==> src/rtl/mem_bus_arbiter_if.sv <==
// Bus bundle between the two cache clients, the tagged memory port and the arbiter.
// The slave modport is the arbiter's view; master is the view from the clients/memory side.
interface mem_bus_arbiter_if #(
  parameter int XLEN = 32
);
  logic [1:0]      dcache2mem_command;
  logic [XLEN-1:0] dcache2mem_addr;
  logic [63:0]     dcache2mem_data;
  logic [1:0]      icache2mem_command;
  logic [XLEN-1:0] icache2mem_addr;
  logic            icache_squash;
  logic [3:0]      mem2proc_response;
  logic [63:0]     mem2proc_data;
  logic [3:0]      mem2proc_tag;
  logic [1:0]      proc2mem_command;
  logic [XLEN-1:0] proc2mem_addr;
  logic [63:0]     proc2mem_data;
  logic [3:0]      mem2dcache_response;
  logic [3:0]      mem2icache_response;
  logic [3:0]      mem2dcache_tag;
  logic [3:0]      mem2icache_tag;
  logic [63:0]     mem2client_data;
  logic [4:0]      outstanding_count;
  logic            spurious_tag;

  modport slave (
    input  dcache2mem_command, dcache2mem_addr, dcache2mem_data,
    input  icache2mem_command, icache2mem_addr, icache_squash,
    input  mem2proc_response, mem2proc_data, mem2proc_tag,
    output proc2mem_command, proc2mem_addr, proc2mem_data,
    output mem2dcache_response, mem2icache_response,
    output mem2dcache_tag, mem2icache_tag, mem2client_data,
    output outstanding_count, spurious_tag
  );

  modport master (
    output dcache2mem_command, dcache2mem_addr, dcache2mem_data,
    output icache2mem_command, icache2mem_addr, icache_squash,
    output mem2proc_response, mem2proc_data, mem2proc_tag,
    input  proc2mem_command, proc2mem_addr, proc2mem_data,
    input  mem2dcache_response, mem2icache_response,
    input  mem2dcache_tag, mem2icache_tag, mem2client_data,
    input  outstanding_count, spurious_tag
  );
endinterface

==> src/rtl/mem_bus_arbiter.sv <==
// Icache/dcache arbiter onto the single tagged memory bus, with a per-tag owner table
// that routes returned data back to the issuing client and drops squashed fetches.
module mem_bus_arbiter #(
  parameter int XLEN            = 32,
  parameter int STARVE_LIMIT    = 4,
  parameter int MAX_OUTSTANDING = 8
) (
  input logic             clock,
  input logic             reset,
  mem_bus_arbiter_if.slave bus
);
  localparam logic [1:0] BUS_NONE  = 2'd0;
  localparam logic [1:0] BUS_LOAD  = 2'd1;
  localparam logic [1:0] BUS_STORE = 2'd2;
  localparam int         SW        = $clog2(STARVE_LIMIT + 1);
  localparam logic [SW-1:0] STARVE_SAT = SW'(STARVE_LIMIT);
  localparam logic [4:0]    OUT_LIMIT  = 5'(MAX_OUTSTANDING);

  logic [15:0]   ent_valid;
  logic [15:0]   ent_icache;
  logic [15:0]   ent_drop;
  logic [15:0]   valid_nxt;
  logic [SW-1:0] starve_cnt;
  logic [4:0]    out_cnt;
  logic          spurious;

  logic          load_ok;
  logic          i_wants;
  logic          d_elig;
  logic          i_elig;
  logic          grant_d;
  logic          grant_i;
  logic          accepted;
  logic          alloc;
  logic [3:0]    ret_tag;
  logic          ret_hit;

  function automatic logic [4:0] popcount16(input logic [15:0] v);
    logic [4:0] n;
    n = '0;
    for (int k = 0; k < 16; k++) n = n + {4'd0, v[k]};
    return n;
  endfunction

  // Grant: an icache STORE is not a request; loads are held off once the table is full.
  always_comb begin
    load_ok  = (out_cnt < OUT_LIMIT);
    i_wants  = (bus.icache2mem_command == BUS_LOAD);
    d_elig   = (bus.dcache2mem_command == BUS_STORE) ||
               ((bus.dcache2mem_command == BUS_LOAD) && load_ok);
    i_elig   = i_wants && load_ok;
    grant_i  = i_elig && (!d_elig || (starve_cnt >= STARVE_SAT));
    grant_d  = d_elig && !grant_i;
    accepted = (grant_d || grant_i) && (bus.mem2proc_response != 4'd0);
    alloc    = accepted && (grant_i || (bus.dcache2mem_command == BUS_LOAD));
  end

  always_comb begin
    bus.proc2mem_command    = BUS_NONE;
    bus.proc2mem_addr       = '0;
    bus.proc2mem_data       = '0;
    bus.mem2dcache_response = 4'd0;
    bus.mem2icache_response = 4'd0;
    if (grant_d) begin
      bus.proc2mem_command    = bus.dcache2mem_command;
      bus.proc2mem_addr       = bus.dcache2mem_addr;
      if (bus.dcache2mem_command == BUS_STORE) bus.proc2mem_data = bus.dcache2mem_data;
      bus.mem2dcache_response = bus.mem2proc_response;
    end else if (grant_i) begin
      bus.proc2mem_command    = BUS_LOAD;
      bus.proc2mem_addr       = bus.icache2mem_addr;
      bus.mem2icache_response = bus.mem2proc_response;
    end
  end

  // Return routing reads the pre-edge table, so a tag re-issued this cycle still reaches its old owner.
  always_comb begin
    ret_tag            = bus.mem2proc_tag;
    ret_hit            = (ret_tag != 4'd0) && ent_valid[ret_tag];
    bus.mem2dcache_tag = (ret_hit && !ent_icache[ret_tag]) ? ret_tag : 4'd0;
    bus.mem2icache_tag = (ret_hit && ent_icache[ret_tag] && !ent_drop[ret_tag] &&
                          !bus.icache_squash) ? ret_tag : 4'd0;
    bus.mem2client_data   = bus.mem2proc_data;
    bus.outstanding_count = out_cnt;
    bus.spurious_tag      = spurious;
    valid_nxt = ent_valid;
    if (ret_tag != 4'd0) valid_nxt[ret_tag] = 1'b0;
    if (alloc) valid_nxt[bus.mem2proc_response] = 1'b1;
  end

  // Owner-table state update at the clock edge.
  always_ff @(posedge clock or negedge reset) begin
    if (!reset) begin
      ent_valid  <= '0;
      out_cnt    <= '0;
      starve_cnt <= '0;
      spurious   <= 1'b0;
    end else begin
      ent_valid <= valid_nxt;
      out_cnt   <= popcount16(valid_nxt);
      if (ret_tag != 4'd0 && !ent_valid[ret_tag]) spurious <= 1'b1;
      if (accepted && grant_i) begin
        starve_cnt <= '0;
      end else if (accepted && grant_d && i_wants && (starve_cnt < STARVE_SAT)) begin
        starve_cnt <= starve_cnt + 1'b1;
      end
    end
  end

  // Owner/drop bits are only meaningful while the matching valid bit is set.
  always_ff @(posedge clock) begin
    if (bus.icache_squash) ent_drop <= ent_drop | (ent_valid & ent_icache);
    if (alloc) begin
      ent_icache[bus.mem2proc_response] <= grant_i;
      ent_drop[bus.mem2proc_response]   <= grant_i && bus.icache_squash;
    end
  end
endmodule

==> src/flat_wrapper.sv <==
// flat-port wrapper written by rule: the top's interface ports become plain ports
module mem_bus_arbiter_flat 
#(
  parameter int XLEN            = 32,
  parameter int STARVE_LIMIT    = 4,
  parameter int MAX_OUTSTANDING = 8
)
  (clock, reset, bus_dcache2mem_command, bus_dcache2mem_addr, bus_dcache2mem_data, bus_icache2mem_command, bus_icache2mem_addr, bus_icache_squash, bus_mem2proc_response, bus_mem2proc_data, bus_mem2proc_tag, bus_proc2mem_command, bus_proc2mem_addr, bus_proc2mem_data, bus_mem2dcache_response, bus_mem2icache_response, bus_mem2dcache_tag, bus_mem2icache_tag, bus_mem2client_data, bus_outstanding_count, bus_spurious_tag);
  mem_bus_arbiter_if #(.XLEN(XLEN)) bus_i ();
  input logic clock;
  input logic reset;
  input wire logic [$bits(bus_i.dcache2mem_command)-1:0] bus_dcache2mem_command;
  input wire logic [$bits(bus_i.dcache2mem_addr)-1:0] bus_dcache2mem_addr;
  input wire logic [$bits(bus_i.dcache2mem_data)-1:0] bus_dcache2mem_data;
  input wire logic [$bits(bus_i.icache2mem_command)-1:0] bus_icache2mem_command;
  input wire logic [$bits(bus_i.icache2mem_addr)-1:0] bus_icache2mem_addr;
  input wire logic [$bits(bus_i.icache_squash)-1:0] bus_icache_squash;
  input wire logic [$bits(bus_i.mem2proc_response)-1:0] bus_mem2proc_response;
  input wire logic [$bits(bus_i.mem2proc_data)-1:0] bus_mem2proc_data;
  input wire logic [$bits(bus_i.mem2proc_tag)-1:0] bus_mem2proc_tag;
  output wire logic [$bits(bus_i.proc2mem_command)-1:0] bus_proc2mem_command;
  output wire logic [$bits(bus_i.proc2mem_addr)-1:0] bus_proc2mem_addr;
  output wire logic [$bits(bus_i.proc2mem_data)-1:0] bus_proc2mem_data;
  output wire logic [$bits(bus_i.mem2dcache_response)-1:0] bus_mem2dcache_response;
  output wire logic [$bits(bus_i.mem2icache_response)-1:0] bus_mem2icache_response;
  output wire logic [$bits(bus_i.mem2dcache_tag)-1:0] bus_mem2dcache_tag;
  output wire logic [$bits(bus_i.mem2icache_tag)-1:0] bus_mem2icache_tag;
  output wire logic [$bits(bus_i.mem2client_data)-1:0] bus_mem2client_data;
  output wire logic [$bits(bus_i.outstanding_count)-1:0] bus_outstanding_count;
  output wire logic [$bits(bus_i.spurious_tag)-1:0] bus_spurious_tag;
  assign bus_i.dcache2mem_command = bus_dcache2mem_command;
  assign bus_i.dcache2mem_addr = bus_dcache2mem_addr;
  assign bus_i.dcache2mem_data = bus_dcache2mem_data;
  assign bus_i.icache2mem_command = bus_icache2mem_command;
  assign bus_i.icache2mem_addr = bus_icache2mem_addr;
  assign bus_i.icache_squash = bus_icache_squash;
  assign bus_i.mem2proc_response = bus_mem2proc_response;
  assign bus_i.mem2proc_data = bus_mem2proc_data;
  assign bus_i.mem2proc_tag = bus_mem2proc_tag;
  assign bus_proc2mem_command = bus_i.proc2mem_command;
  assign bus_proc2mem_addr = bus_i.proc2mem_addr;
  assign bus_proc2mem_data = bus_i.proc2mem_data;
  assign bus_mem2dcache_response = bus_i.mem2dcache_response;
  assign bus_mem2icache_response = bus_i.mem2icache_response;
  assign bus_mem2dcache_tag = bus_i.mem2dcache_tag;
  assign bus_mem2icache_tag = bus_i.mem2icache_tag;
  assign bus_mem2client_data = bus_i.mem2client_data;
  assign bus_outstanding_count = bus_i.outstanding_count;
  assign bus_spurious_tag = bus_i.spurious_tag;
  mem_bus_arbiter #(.XLEN(XLEN), .STARVE_LIMIT(STARVE_LIMIT), .MAX_OUTSTANDING(MAX_OUTSTANDING)) u_core (.clock(clock), .reset(reset), .bus(bus_i));
endmodule
==> config.mk <==
export PLATFORM = sky130hd
export DESIGN_NAME = mem_bus_arbiter_flat
export DESIGN_NICKNAME = d
export VERILOG_FILES = /design/src/rtl/mem_bus_arbiter_if.sv /design/src/rtl/mem_bus_arbiter.sv /design/src/flat_wrapper.sv
export SDC_FILE = /design/constraint.sdc
export NUM_CORES = 1
export LEC_CHECK = 0
export ABC_AREA = 1
export BUFFER_PORTS_ARGS = -buffer_cell sky130_fd_sc_hd__buf_2
export CORE_AREA = 2 2 154 156
export CTS_CLUSTER_SIZE = 14
export DETAILED_ROUTE_END_ITERATION = 7
export DIE_AREA = 0 0 156 158
export PLACE_DENSITY = 0.59
export SLEW_MARGIN = 20
export SYNTH_ARGS = -nofsm -noshare
export SYNTH_HDL_FRONTEND = slang
export SYNTH_SLANG_ARGS = --single-unit
==> constraint.sdc <==
create_clock -name clock -period 6.2 [get_ports clock]
set_input_delay 0.93 -clock clock [delete_from_list [all_inputs] [get_ports clock]]
set_output_delay 0.93 -clock clock [all_outputs]
set_load 0.05 [all_outputs]
# [After elaboration in Yosys (flattened, before gate mapping)]
# Index checks and enable logic that the tools add are counted.
[word_totals] romBits=0 mem_count=0 output_inout_bits=184 input_bits=207 ff_bits=57 latchBits=0 mem_bits_rw=0 word_cells=98
[op_classes] multipliers=0 n_addsub=16 bitwise_logic=5 n_reduce_logical=32 eq_ne=3 mux=29 n_div=0 shifts=0 order_cmp=7
[op_table] operator="$mux 64" n=2
[op_table] operator="$add 5x1->5" n=14
[op_table] operator="$mux 16" n=4
[op_table] operator="$mux 32" n=2
[op_table] operator="$and 16x16->16" n=2
[op_table] operator="$bwmux 16" n=2
[op_table] operator="$or 16x16->16" n=2
[op_table] operator="$mux 4" n=5
[op_table] operator="$logic_and 1x1->1" n=19
[op_table] operator="$not 16->16" n=1
[op_table] operator="$bmux 1 s4" n=3
[op_table] operator="$lt 4x5->1 const B" n=2
[op_table] operator="$demux 1 s4" n=2
[op_table] operator="$ge 4x1->1 const B" n=2
[op_table] operator="$reduce_bool 4->1" n=2
[op_table] operator="$logic_not 1->1" n=6
[op_table] operator="$mux 1" n=6
[op_table] operator="$mux 3" n=2
[op_table] operator="$lt 5x4->1 const B" n=1
[op_table] operator="$eq 2x1->1 const B" n=2
[op_table] operator="$logic_or 1x1->1" n=4
[op_table] operator="$add 3x1->3 const B" n=1
[op_table] operator="$ge 3x3->1 const B" n=1
[op_table] operator="$lt 3x3->1 const B" n=1
[op_table] operator="other kinds (4)" n=4

# [Longest topological paths before layout]
# Gate-level depths: netlist (run 1).
[logic_depth] ltp_word=27 ltp_mapped=22 ltp_nobuf=22

# [Least setup slack after synthesis (run 1)]
# OpenSTA, ideal clock, no wires.
[synth_timing] path_kind="in2reg" start="in bus_dcache2mem_command[0]" end="reg u_core.out_cnt[1], in the netlist u_core.bus.outstanding_count[1]" arrival_ns=4.950 cell_stages=18 setup_time_ns=0.136 slack_ns=1.115 n_path_buf=0 required_ns=6.064 path_cell_list="inv_1 nor2_1 nand2_2 o21ai_4 a21oi_4 nand2_2 nand2_4 nand2_1 nand2_1 ha_1 fa_1 inv_1 fa_1 fa_1 fa_1 fa_1 inv_1 fa_1"
[synth_via] elab_chain_cells=27 elab_cells_between_ends=29 classes_between="add/sub: 15; eq/ne: 2; mux: 1; reduce/logical: 11"
[synth_lines] item="start: declaration" line="flat_wrapper.sv:12" source="input wire logic [$bits(bus_i.dcache2mem_command)-1:0] bus_dcache2mem_command;"
[synth_lines] item="$eq 2x1->1" line="mem_bus_arbiter.sv:50, mem_bus_arbiter.sv:55"
[synth_lines] item="$logic_and 1x1->1" line="mem_bus_arbiter.sv:50" source="((bus.dcache2mem_command == BUS_LOAD) && load_ok);"
[synth_lines] item="$logic_or 1x1->1" line="mem_bus_arbiter.sv:49" source="d_elig = (bus.dcache2mem_command == BUS_STORE) ||"
[synth_lines] item="$logic_not 1->1" line="mem_bus_arbiter.sv:52" source="grant_i = i_elig && (!d_elig || (starve_cnt >= STARVE_SAT));"
[synth_lines] item="$logic_or 1x1->1" line="mem_bus_arbiter.sv:52"
[synth_lines] item="$logic_and 1x1->1" line="mem_bus_arbiter.sv:52"
[synth_lines] item="$logic_not 1->1" line="mem_bus_arbiter.sv:53" source="grant_d = d_elig && !grant_i;"
[synth_lines] item="$logic_and 1x1->1" line="mem_bus_arbiter.sv:53"
[synth_lines] item="$logic_or 1x1->1" line="mem_bus_arbiter.sv:54" source="accepted = (grant_d || grant_i) && (bus.mem2proc_response != 4'd0);"
[synth_lines] item="$logic_and 1x1->1" line="mem_bus_arbiter.sv:54"
[synth_lines] item="$logic_and 1x1->1 *" line="mem_bus_arbiter.sv:55" source="alloc = accepted && (grant_i || (bus.dcache2mem_command == BUS_LOAD));"
[synth_lines] item="$mux 16 *" line="mem_bus_arbiter.sv:88" source="if (alloc) valid_nxt[bus.mem2proc_response] = 1'b1;"
[synth_lines] item="net u_core.valid_nxt[1]" line="mem_bus_arbiter.sv:22" source="logic [15:0] valid_nxt;"
[synth_lines] item="$add 1x1->2 *" line="mem_bus_arbiter.sv:41" source="for (int k = 0; k < 16; k++) n = n + {4'd0, v[k]};"
[synth_lines] item="$add 5x1->5 * (14 in series)" line="mem_bus_arbiter.sv:41"
[synth_lines] item="end signal: assignment" line="mem_bus_arbiter.sv:100" source="out_cnt <= popcount16(valid_nxt);"
[synth_lines] item="end: declaration" line="mem_bus_arbiter.sv:24" source="logic [4:0] out_cnt;"
# The timed path passes the listed nets; every way through them passes the cells marked *.
# A chain may end at the register's enable or synchronous reset.

# [Worst setup path after layout (run 1)]
[layout_timing] start="in bus_mem2proc_response[3]" end="reg u_core.out_cnt[1], in the netlist u_core.bus.outstanding_count[1]"
[layout_via] elab_chain_cells=21 elab_cells_between_ends=25 classes_between="add/sub: 15; order compare: 2; mux: 3; bitwise: 1; reduce/logical: 4"
[layout_lines] item="start: declaration" line="flat_wrapper.sv:18" source="input wire logic [$bits(bus_i.mem2proc_response)-1:0] bus_mem2proc_response;"
[layout_lines] item="$lt 4x5->1 (implied by the code) or $ge 4x1->1 (tied branches)" line="mem_bus_arbiter.sv:88"
[layout_lines] item="$logic_and 1x1->1 (implied by the code)" line="mem_bus_arbiter.sv:88"
[layout_lines] item="$mux 1 (implied by the code)" line="mem_bus_arbiter.sv:88"
[layout_lines] item="$demux 1 s4"
[layout_lines] item="$or 16x16->16 (no line)"
[layout_lines] item="$mux 16 *" line="mem_bus_arbiter.sv:88"
[layout_lines] item="net u_core.valid_nxt[1]" line="mem_bus_arbiter.sv:22"
[layout_lines] item="$add 1x1->2 *" line="mem_bus_arbiter.sv:41"
[layout_lines] item="$add 5x1->5 * (14 in series)" line="mem_bus_arbiter.sv:41"
# Marked as above.

==> impl_metrics.yaml, run 1 <==
worst_setup_path:
  endpoint_kind: "flop"
  worstPathMaxFanout: 18
  critPathArrivalTime_ns: 5.49
  cp.required_ns: 6.41
  crit_path_start_kind: "primary input"
  worstSetupPathType: "primary input to flop"
timing:
  finalHoldViolCount: 0
  rsz0062_at_grt: "no"
  max_slew.worst_pin.slew_ns: 0.977
  setup_violations: 0
  worst_slew_margin_rel_pct: 34.9
  max_freq_mhz: 189
  finalMaxSlewViolations: 0
  period_share_pct: 85.3
  fin_skew_ns: 0.0101
  fin_tns_setup_ns: 0
  period_minus_slack_ns: 5.29
cells_and_area:
  fin_cells: 1201
  drive_above_1_share_pct: 38.5
  area_growth_pct: 25.8
  diodes: 0
  mostFrequentLayoutCell: "buf_2"
  layout_common_cells: "buf_2, nand2_1, inv_1, nor2_1, nor2_4"
  finalNetCount: 1129
synth:
  yosysTopAreaCell: "nand2_1"
  syn_avg_cell_area_um2: 7.32
  synth.top_cell.area_share_pct: 12.2
  synth_area_leaders: "nand2_1, dfrtp_1, nor2_4"
  syn_inst: 717
  syn_nets: 940
  synth_cell_type_count: 34
  synth-seq-cells: 57
  ys_warn_count: 0
  netlist_area_um2: 5250
  seq_area_frac_synth_pct: 27.2
placed_design:
  place_hpwl_um: 16700
  gpl.final_weighted_congestion: 0.905
  port-buffer-count: 262
  placed_cells: 1185
cts:
  cts_resized: 0
  cts_tree: "done"
  cts_sinks: 57
  path_clk_slew_ns: 0.05
  cts_buffers: 9
  root_buffer: "clkbuf_16"
  clock_path_buffers: 2
  postCtsHoldBufs: 0
  htree_levels: 3
  post_cts_buffers: 0
  clk_latency_ns: 0.34
die:
  fp.dieH_um: 158
  rows: 56
  fp.dieW_um: 156
  start_util_pct: 22.8
  core_area_um2: 23100
  ioPinCount: 391
  dieArea_um2: 24600
routing:
  postRouteAntennaNets: 0
  drc_errors: 0
  via_per_inst: 4.30
  first_pass_iters: 5
  dr.first_iter.drc_count: 302
  finalWirelength_um: 19900
  num_vias: 5170
  wl_per_cell_um: 16.6
pwr:
  sw_frac_of_total_pct: 42.1
  seq_power_share_pct: 26.7
  p_switching_mw: 0.802
  ir_drop_v: 0.000131
  pwr-share-clk_pct: 27.2
  pwr-share-comb_pct: 46.1
  power_density_nw_per_um2: 289
  p_leak_nw: 3.90
  p_int_mw: 1.10
min_path:
  hold_class: "flop to flop"
grt:
  globalRouteOverflowTotal: 0
  antenna_found_initial: 0
  globalRouteTotalUtil_pct: 15.6
  grt_pass1_wl_um: 28400
  grt_pass1_vias: 4891
  grt_max_degree: 66
flow_run:
  maxCapViolCount: 0
run_status:
  outcome: "complete, no violations"
-- power groups by stage --
| stage | logic [mW] | registers (mW) | clock network (mW) |
|---|---|---|---|
| 5_1_grt | 0.986 | 0.515 | 0.545 |
| 4_1_cts | 0.888 | 0.508 | 0.523 |
| 2_1_floorplan | 0.741 | 0.537 | 0 |
| 6_report | 0.877 | 0.509 | 0.518 |
| 3_5_place_dp | 0.881 | 0.514 | 0 |
| 3_3_place_gp | 0.875 | 0.513 | 0 |
-- cells by family (layout without fill, tap and decap cells) --
| logic type | count (synthesis) | in the layout | share of synthesized area (%) |
|---|---|---|---|
| simple gates | 312 | 312 | 30.5 |
| xor+xnor | 2 | 2 | 0.334 |
| buf+inv | 230 | 424 | 23.1 |
| flops | 57 | 57 | 27.2 |
| fa+ha+maj | 16 | 16 | 5.25 |
| other cells | 1 | 1 | 0.0715 |
| compound gates | 99 | 99 | 13.5 |
-- through the flow --
stage                     worst slack (ns)  cell area (um^2)  hold slack, ns  util, %  total power [mW]
after global routing                 0.741              6600           0.467     28.6              2.05
final                                0.912              6600           0.439     28.6              1.90
after global placement               0.576              6290           0.416     27.3              1.39
after floorplan                       1.11              5250           0.398        -              1.28
after detailed placement             0.605              6290           0.424     27.3              1.40
after CTS                            0.924              6600           0.434     28.6              1.92
-- worst max-delay path, stage by stage --
cell	delay, ns
buf_2	0.13
nor2_1	0.40
nand2_1	0.18
nand3_1	0.16
nand2_4	0.16
nand2_1	0.17
nand2_1	0.10
ha_1	0.29
fa_1	0.48
inv_1	0.05
fa_1	0.56
fa_1	0.45
fa_1	0.50
fa_1	0.42
inv_1	0.09
fa_1	0.40
-- metal layers --
| metal | GRT usage, % | vias to the layer above | wire length [um] |
|---|---|---|---|
| met5 | 0 | - | 0 |
| met4 | 5.24 | 0 | 390 |
| met3 | 6.10 | 39 | 2070 |
| met2 | 21.8 | 278 | 8340 |
| met1 | 21.6 | 2356 | 9120 |
| li1 | - | 2497 | - |
-- cell type report --
class	count	area [um^2]
fillers	2576	16500
multi-input cells	430	2620
flip-flops and latches	57	1430
repair buffers	268	1360
inverters	140	527
well taps	290	363
clock buffers	12	236
clock inverters	4	68.8
-- cells in the mapped netlist, drive strengths merged --
master and n:
o21bai 2, nor3 7, dfrtp 25, inv 139
a21oi 9, o211ai 1, edfxtp 16, nand2 177
conb 1, nand3b 1, clkinv 1, dfxtp 16
ha 6, clkbuf 12, a31o 12, a21o 1
a21boi 3, o21ai 36, xor2 2, o31ai 3
nand3 10, a22o 32, fa 10, nor2 117
buf 78
-- path summary, 6_finish.rpt --
kind | depth (start not counted) | slack, ns | from | endpoint
worst min register to register | 2 | 0.44 | u_core.ent_drop[0] | u_core.ent_drop[0]
worst min-delay path | 2 | 0.44 | u_core.ent_drop[0] | u_core.ent_drop[0]
worst max register to register | 16 | 1.32 | u_core.bus.outstanding_count[3] | u_core.bus.outstanding_count[1]
min in group asynchronous | 1 | 0.63 | reset | u_core.bus.outstanding_count[2]
max in group asynchronous | 1 | 5.11 | reset | u_core.bus.spurious_tag
worst max-delay path | 16 | 0.91 | bus_mem2proc_response[3] | u_core.bus.outstanding_count[1]
-- sequential cells by signal, indices dropped and copies added (netlist names) --
register,cells
u_core.bus.outstanding_count,5
u_core.bus.spurious_tag,1
u_core.ent_drop,16
u_core.ent_icache,16
u_core.ent_valid,16
u_core.starve_cnt,3
Power figures use the tool's default switching activity.
==> run 2: changes to the inputs <==
--- a/config.mk
+++ b/config.mk
@@ -12,6 +12,7 @@
 export DETAILED_ROUTE_END_ITERATION = 7
 export DIE_AREA = 0 0 156 158
 export PLACE_DENSITY = 0.59
+export RECOVER_POWER = 100
 export SLEW_MARGIN = 20
 export SYNTH_ARGS = -nofsm -noshare
 export SYNTH_HDL_FRONTEND = slang
==> constraint.sdc (replaced) <==
create_clock -name clock -period 4.9 [get_ports clock]
set_input_delay 0.735 -clock clock [delete_from_list [all_inputs] [get_ports clock]]
set_output_delay 0.735 -clock clock [all_outputs]
set_load 0.05 [all_outputs]
==> impl_metrics.yaml, run 2 (same netlist as run 1, synthesis figures left out) <==
run_status:
  outcome: "finished with violations"
  violations: "max-capacitance violations, max-slew violations"
die:
  ioPinCount: 391
  fp.dieW_um: 156
  fp.dieH_um: 158
  start_util_pct: 22.8
  core_area_um2: 23100
  dieArea_um2: 24600
  rows: 56
routing:
  met3_length_um: 1800
  first_pass_iters: 5
  wl_per_cell_um: 15.9
  num_vias: 5241
  wl_met2_um: 8450
  dr.first_iter.drc_count: 262
  postRouteAntennaNets: 0
  drc_errors: 0
  drt-met1-wl_um: 9180
  top_layer: "met4"
  finalWirelength_um: 19700
  via_per_inst: 4.24
worst_setup_path:
  reg2reg_slack_ns: 0.26
  cp.required_ns: 5.10
  worstSetupPathType: "primary input to flop"
  critPathArrivalTime_ns: 4.91
  r2r_end: "u_core.bus.outstanding_count[1]"
  endpoint_kind: "flop"
  reg2reg_depth: 16
  timing.rr.start: "u_core.bus.outstanding_count[3]"
  worstPathMaxFanout: 3
  crit_path_start_kind: "primary input"
cells_and_area:
  final_core_util_pct: 29.0
  area_growth_pct: 27.6
  mostFrequentLayoutCell: "nand2_1"
  final_cell_area_um2: 6690
  layout_common_cells: "nand2_1, buf_2, inv_1, clkbuf_1, nor2_1"
  reg.largest.list: "u_core.ent_drop: 16 flops, u_core.ent_icache: 16 flops, u_core.ent_valid: 16 flops"
  fillCellCount: 2583
  finalNetCount: 1164
  drive_above_1_share_pct: 32.3
  diodes: 0
flow_run:
  maxCapViolCount: 2
cts:
  cts_buffers: 9
  cts_sinks: 57
  clk_latency_ns: 0.33
  path_clk_slew_ns: 0.05
  cts_tree: "done"
  postCtsHoldBufs: 0
  root_buffer: "clkbuf_16"
  clock_path_buffers: 2
  htree_levels: 3
timing:
  finalMaxSlewViolations: 77
  worst_slew_margin_rel_pct: -59.7
  period_minus_slack_ns: 4.71
  max_freq_mhz: 212
  max_slew.worst_pin.slew_ns: 2.40
  fin_skew_ns: 0.00751
  period_share_pct: 96.2
  setup_violations: 0
  rsz0062_at_grt: "no"
  worst_slack_ns: 0.188
  finalHoldViolCount: 0
grt:
  grt_pass1_vias: 4948
  globalRouteOverflowTotal: 0
  grt_max_degree: 51
  grt_pass1_wl_um: 27900
  globalRouteTotalUtil_pct: 15.2
  antenna_found_initial: 0
pwr:
  ir_drop_v: 0.000153
  p_leak_nw: 3.74
  power_density_nw_per_um2: 361
placed_design:
  placed_cell_area_um2: 6570
  gpl.final_weighted_congestion: 0.889
  port-buffer-count: 262
  place_hpwl_um: 16800
  dp_slack_ns: -0.211
min_path:
  hp-start: "u_core.ent_drop[0]"
  min_path_cells: 2
  hold_class: "flop to flop"
  hold_end: "u_core.ent_drop[0]"
-- run 2: cell type report --
| class | count | area, um^2 | area share [%] |
|---|---|---|---|
| clock buffers | 12 | 246 | 3.68 |
| clock inverters | 4 | 68.8 | 1.03 |
| inverters | 140 | 527 | 7.87 |
| multi-input cells | 430 | 2570 | 38.4 |
| flip-flops and latches | 57 | 1430 | 21.3 |
| well taps | 290 | 363 | 5.42 |
| repair buffers | 303 | 1490 | 22.3 |
-- run 2: power breakdown --
part           internal, mW  switching (mW)  leakage (nW)  total (mW)
clock network         0.455           0.209         0.154       0.665
registers             0.590          0.0575         0.605       0.648
logic                 0.365           0.739          2.98        1.10
-- run 2: timing repair --
| item | CTS | global route |
|---|---|---|
| buffers inserted | 0 | 0 |
| setup endpoints to repair | 0 | 2 |
| gates resized for setup | 0 | 2 |
-- run 2: worst max-delay path by stage --
| stage | start | endpoint | cells past startpoint |
|---|---|---|---|
| 3_3_place_gp | bus_dcache2mem_command[1] | u_core.bus.outstanding_count[1] | 17 |
| 3_5_place_dp | bus_icache2mem_command[1] | u_core.bus.outstanding_count[1] | 17 |
| 2_1_floorplan | bus_dcache2mem_command[0] | u_core.bus.outstanding_count[1] | 18 |
| 6_report | bus_icache2mem_command[1] | u_core.bus.outstanding_count[1] | 17 |
| 5_1_grt | bus_dcache2mem_command[1] | u_core.bus.outstanding_count[1] | 17 |
| 4_1_cts | bus_icache2mem_command[1] | u_core.bus.outstanding_count[1] | 17 |
-- run 2: critical path, cell delays in order --
cell      delay [ns]
buf_2           0.10
nor2_1          0.18
nand2_2         0.11
o211ai_1        0.14
nand3_1         0.16
nand2_4         0.11
nand2_1         0.07
nand2_1         0.09
ha_1            0.24
fa_1            0.48
inv_1           0.05
fa_1            0.56
fa_1            0.44
fa_1            0.49
fa_1            0.42
inv_1           0.09
fa_1            0.41
-- run 2: per-stage QoR --
| step | hold WS [ns] | cells | power [mW] | TNS, ns |
|---|---|---|---|---|
| after floorplan | 0.398 | 717 | 1.62 | 0 |
| after global routing | 0.472 | 1236 | 2.59 | 0 |
| final | 0.425 | 1236 | 2.42 | 0 |
| after CTS | 0.434 | 1236 | 2.47 | 0 |
| after detailed placement | 0.420 | 1220 | 1.79 | -0.491 |
| after global placement | 0.409 | 1220 | 1.78 | -0.216 |
-- run 2: layer usage --
layer  GRT usage (%)  vias up
met2            22.3      245
met5               0        -
met4            3.89        0
met3            5.69       28
met1            20.9     2399
li1                -     2569
==> run 3: changes to the inputs <==
--- a/config.mk
+++ b/config.mk
@@ -11,7 +11,7 @@
 export CTS_CLUSTER_SIZE = 14
 export DETAILED_ROUTE_END_ITERATION = 7
 export DIE_AREA = 0 0 156 158
-export PLACE_DENSITY = 0.59
+export PLACE_DENSITY = 0.55
 export RECOVER_POWER = 100
 export SLEW_MARGIN = 20
 export SYNTH_ARGS = -nofsm -noshare
==> impl_metrics.yaml, run 3 (same netlist as run 1, synthesis figures left out) <==
routing:
  via_per_inst: 4.32
  drt-met1-wl_um: 10800
  dr.first_iter.drc_count: 346
  wl_met2_um: 9410
  num_vias: 5343
  met3_length_um: 2020
  finalWirelength_um: 22600
  postRouteAntennaNets: 0
  top_layer: "met5"
  first_pass_iters: 5
  wl_per_cell_um: 18.2
  drc_errors: 0
placed_design:
  placed_cells: 1222
  gpl.final_weighted_congestion: 0.864
  port-buffer-count: 262
  place_hpwl_um: 19300
cts:
  cts_tree: "done"
  htree_levels: 3
  clock_path_buffers: 2
  path_clk_slew_ns: 0.05
  clk_latency_ns: 0.33
  cts_buffers: 9
  root_buffer: "clkbuf_16"
  cts_sinks: 57
  post_cts_buffers: 0
cells_and_area:
  layout_common_cells: "nand2_1, buf_2, inv_1, nor2_1, clkbuf_1"
  drive_above_1_share_pct: 31.3
  diodes: 0
  mostFrequentLayoutCell: "nand2_1"
  reg.largest.list: "u_core.ent_drop: 16 flops, u_core.ent_icache: 16 flops, u_core.ent_valid: 16 flops"
  fin_cells: 1238
  finalNetCount: 1166
  area_growth_pct: 25.9
die:
  start_util_pct: 22.8
  ioPinCount: 391
  rows: 56
  dieArea_um2: 24600
  fp.dieW_um: 156
  fp.dieH_um: 158
  core_area_um2: 23100
pwr:
  sw_frac_of_total_pct: 42.3
  p_int_mw: 1.39
  pwr-share-clk_pct: 26.6
  seq_power_share_pct: 26.9
  p_leak_nw: 3.75
  ir_drop_v: 0.000170
  pwr-share-comb_pct: 46.5
  power_density_nw_per_um2: 366
  p_switching_mw: 1.02
run_status:
  violations: "max-capacitance violations, max-slew violations"
  outcome: "finished with violations"
grt:
  globalRouteOverflowTotal: 0
  antenna_found_initial: 3
  globalRouteTotalUtil_pct: 17.4
  grt_pass1_wl_um: 31300
  grt_pass1_vias: 4944
  grt_max_degree: 51
worst_setup_path:
  path_cells: "buf_2 -> nor2_2 -> nand2_2 -> o211ai_1 -> nand3_1 -> nand2_4 -> nand2_1 -> nand2_1 -> ha_1 -> fa_1 -> inv_1 -> fa_1 -> fa_1 -> fa_1 -> fa_1 -> inv_1 -> fa_1"
  endpoint_kind: "flop"
  critPathArrivalTime_ns: 4.84
  crit_top_cell: "fa_1"
  critPathMaxStageDelay_ns: 0.54
  crit_path_start_kind: "primary input"
  cp.required_ns: 5.09
  worstSetupPathType: "primary input to flop"
  cpMaxStageDelayCell: "fa_1"
  worstPathMaxFanout: 3
timing:
  rsz0062_at_grt: "no"
  finalMaxSlewViolations: 77
  fin_skew_ns: 0.00639
  period_share_pct: 94.8
  max_slew.worst_pin.slew_ns: 2.41
  whs_ns: 0.423
  max_freq_mhz: 215
  worst_slew_margin_rel_pct: -60.3
  period_minus_slack_ns: 4.65
  setup_violations: 0
  finalHoldViolCount: 0
min_path:
  hold_class: "flop to flop"
flow_run:
  maxCapViolCount: 2
==> run 3: cell types whose count changed in the layout (fill, tap and decap cells not counted), moves of 2 or more <==
| cell | before | now |
|---|---|---|
| clkbuf_8 | 1 | 3 |
| nor2_2 | 0 | 3 |
| buf_2 | 147 | 161 |
| clkbuf_1 | 77 | 80 |
| clkbuf_2 | 53 | 38 |
| nor2_1 | 73 | 82 |
| nor2_4 | 44 | 32 |
==> run 3: critical path, delay by kind of cell <==
kind	cells	cell delay [ns]
adder cells (fa/ha/maj)	7	3.06
AND/OR/NAND/NOR	6	0.65
buffers and inverters	3	0.27
AO/OA/AOI/OAI	1	0.13
==> run 3: power by group through the flow <==
stage / logic (mW) / registers, mW / clock network (mW)
after floorplan: 0.937 / 0.680 / 0
after global placement: 1.14 / 0.657 / 0
after detailed placement: 1.15 / 0.655 / 0
after CTS: 1.17 / 0.648 / 0.659
after global routing: 1.25 / 0.660 / 0.681
final: 1.12 / 0.651 / 0.643
==> run 3: worst paths after layout <==
| check | slack (ns) | depth (start not counted) | startpoint | to |
|---|---|---|---|---|
| max | 0.25 | 17 | bus_dcache2mem_command[1] | u_core.bus.outstanding_count[1] |
| max in group asynchronous | 3.20 | 1 | reset | u_core.bus.outstanding_count[1] |
| min reg2reg | 0.42 | 2 | u_core.ent_drop[0] | u_core.ent_drop[0] |
| min | 0.42 | 2 | u_core.ent_drop[0] | u_core.ent_drop[0] |
| min in group asynchronous | 0.78 | 1 | reset | u_core.ent_valid[15] |
| max reg2reg | 0.36 | 16 | u_core.bus.outstanding_count[3] | u_core.bus.outstanding_count[1] |
==> run 3: what timing repair did <==
item / CTS / global route
hold buffers: 0 / 0
setup endpoints to repair: 0 / 4
gates resized for setup: 0 / 6
==> run 3: layout make-up <==
type | count | area [um^2]
flip-flops and latches | 57 | 1430
clock inverters | 2 | 35.0
repair buffers | 305 | 1500
fillers | 2634 | 16400
multi-input cells | 430 | 2480
well taps | 290 | 363
inverters | 140 | 527
clock buffers | 14 | 274
==> run 3: metrics by stage <==
| step | setup TNS [ns] | utilization [%] | power (mW) | setup slack (ns) | instance area (um^2) |
|---|---|---|---|---|---|
| 3_5_place_dp | -0.586 | 28.5 | 1.81 | -0.245 | 6570 |
| 2_1_floorplan | 0 | - | 1.62 | 0.00974 | 5250 |
| 4_1_cts | 0 | 29.8 | 2.48 | 0.0878 | 6880 |
| 6_report | 0 | 28.6 | 2.42 | 0.254 | 6600 |
| 5_1_grt | 0 | 28.6 | 2.60 | 0.0415 | 6600 |
| 3_3_place_gp | -0.171 | 28.5 | 1.80 | -0.123 | 6570 |
==> run 3: layer usage <==
| metal | track usage (%) | up-vias |
|---|---|---|
| met5 | 0 | - |
| met4 | 3.49 | 2 |
| met3 | 5.75 | 33 |
| met2 | 24.6 | 245 |
| met1 | 25.4 | 2489 |
| li1 | - | 2574 |
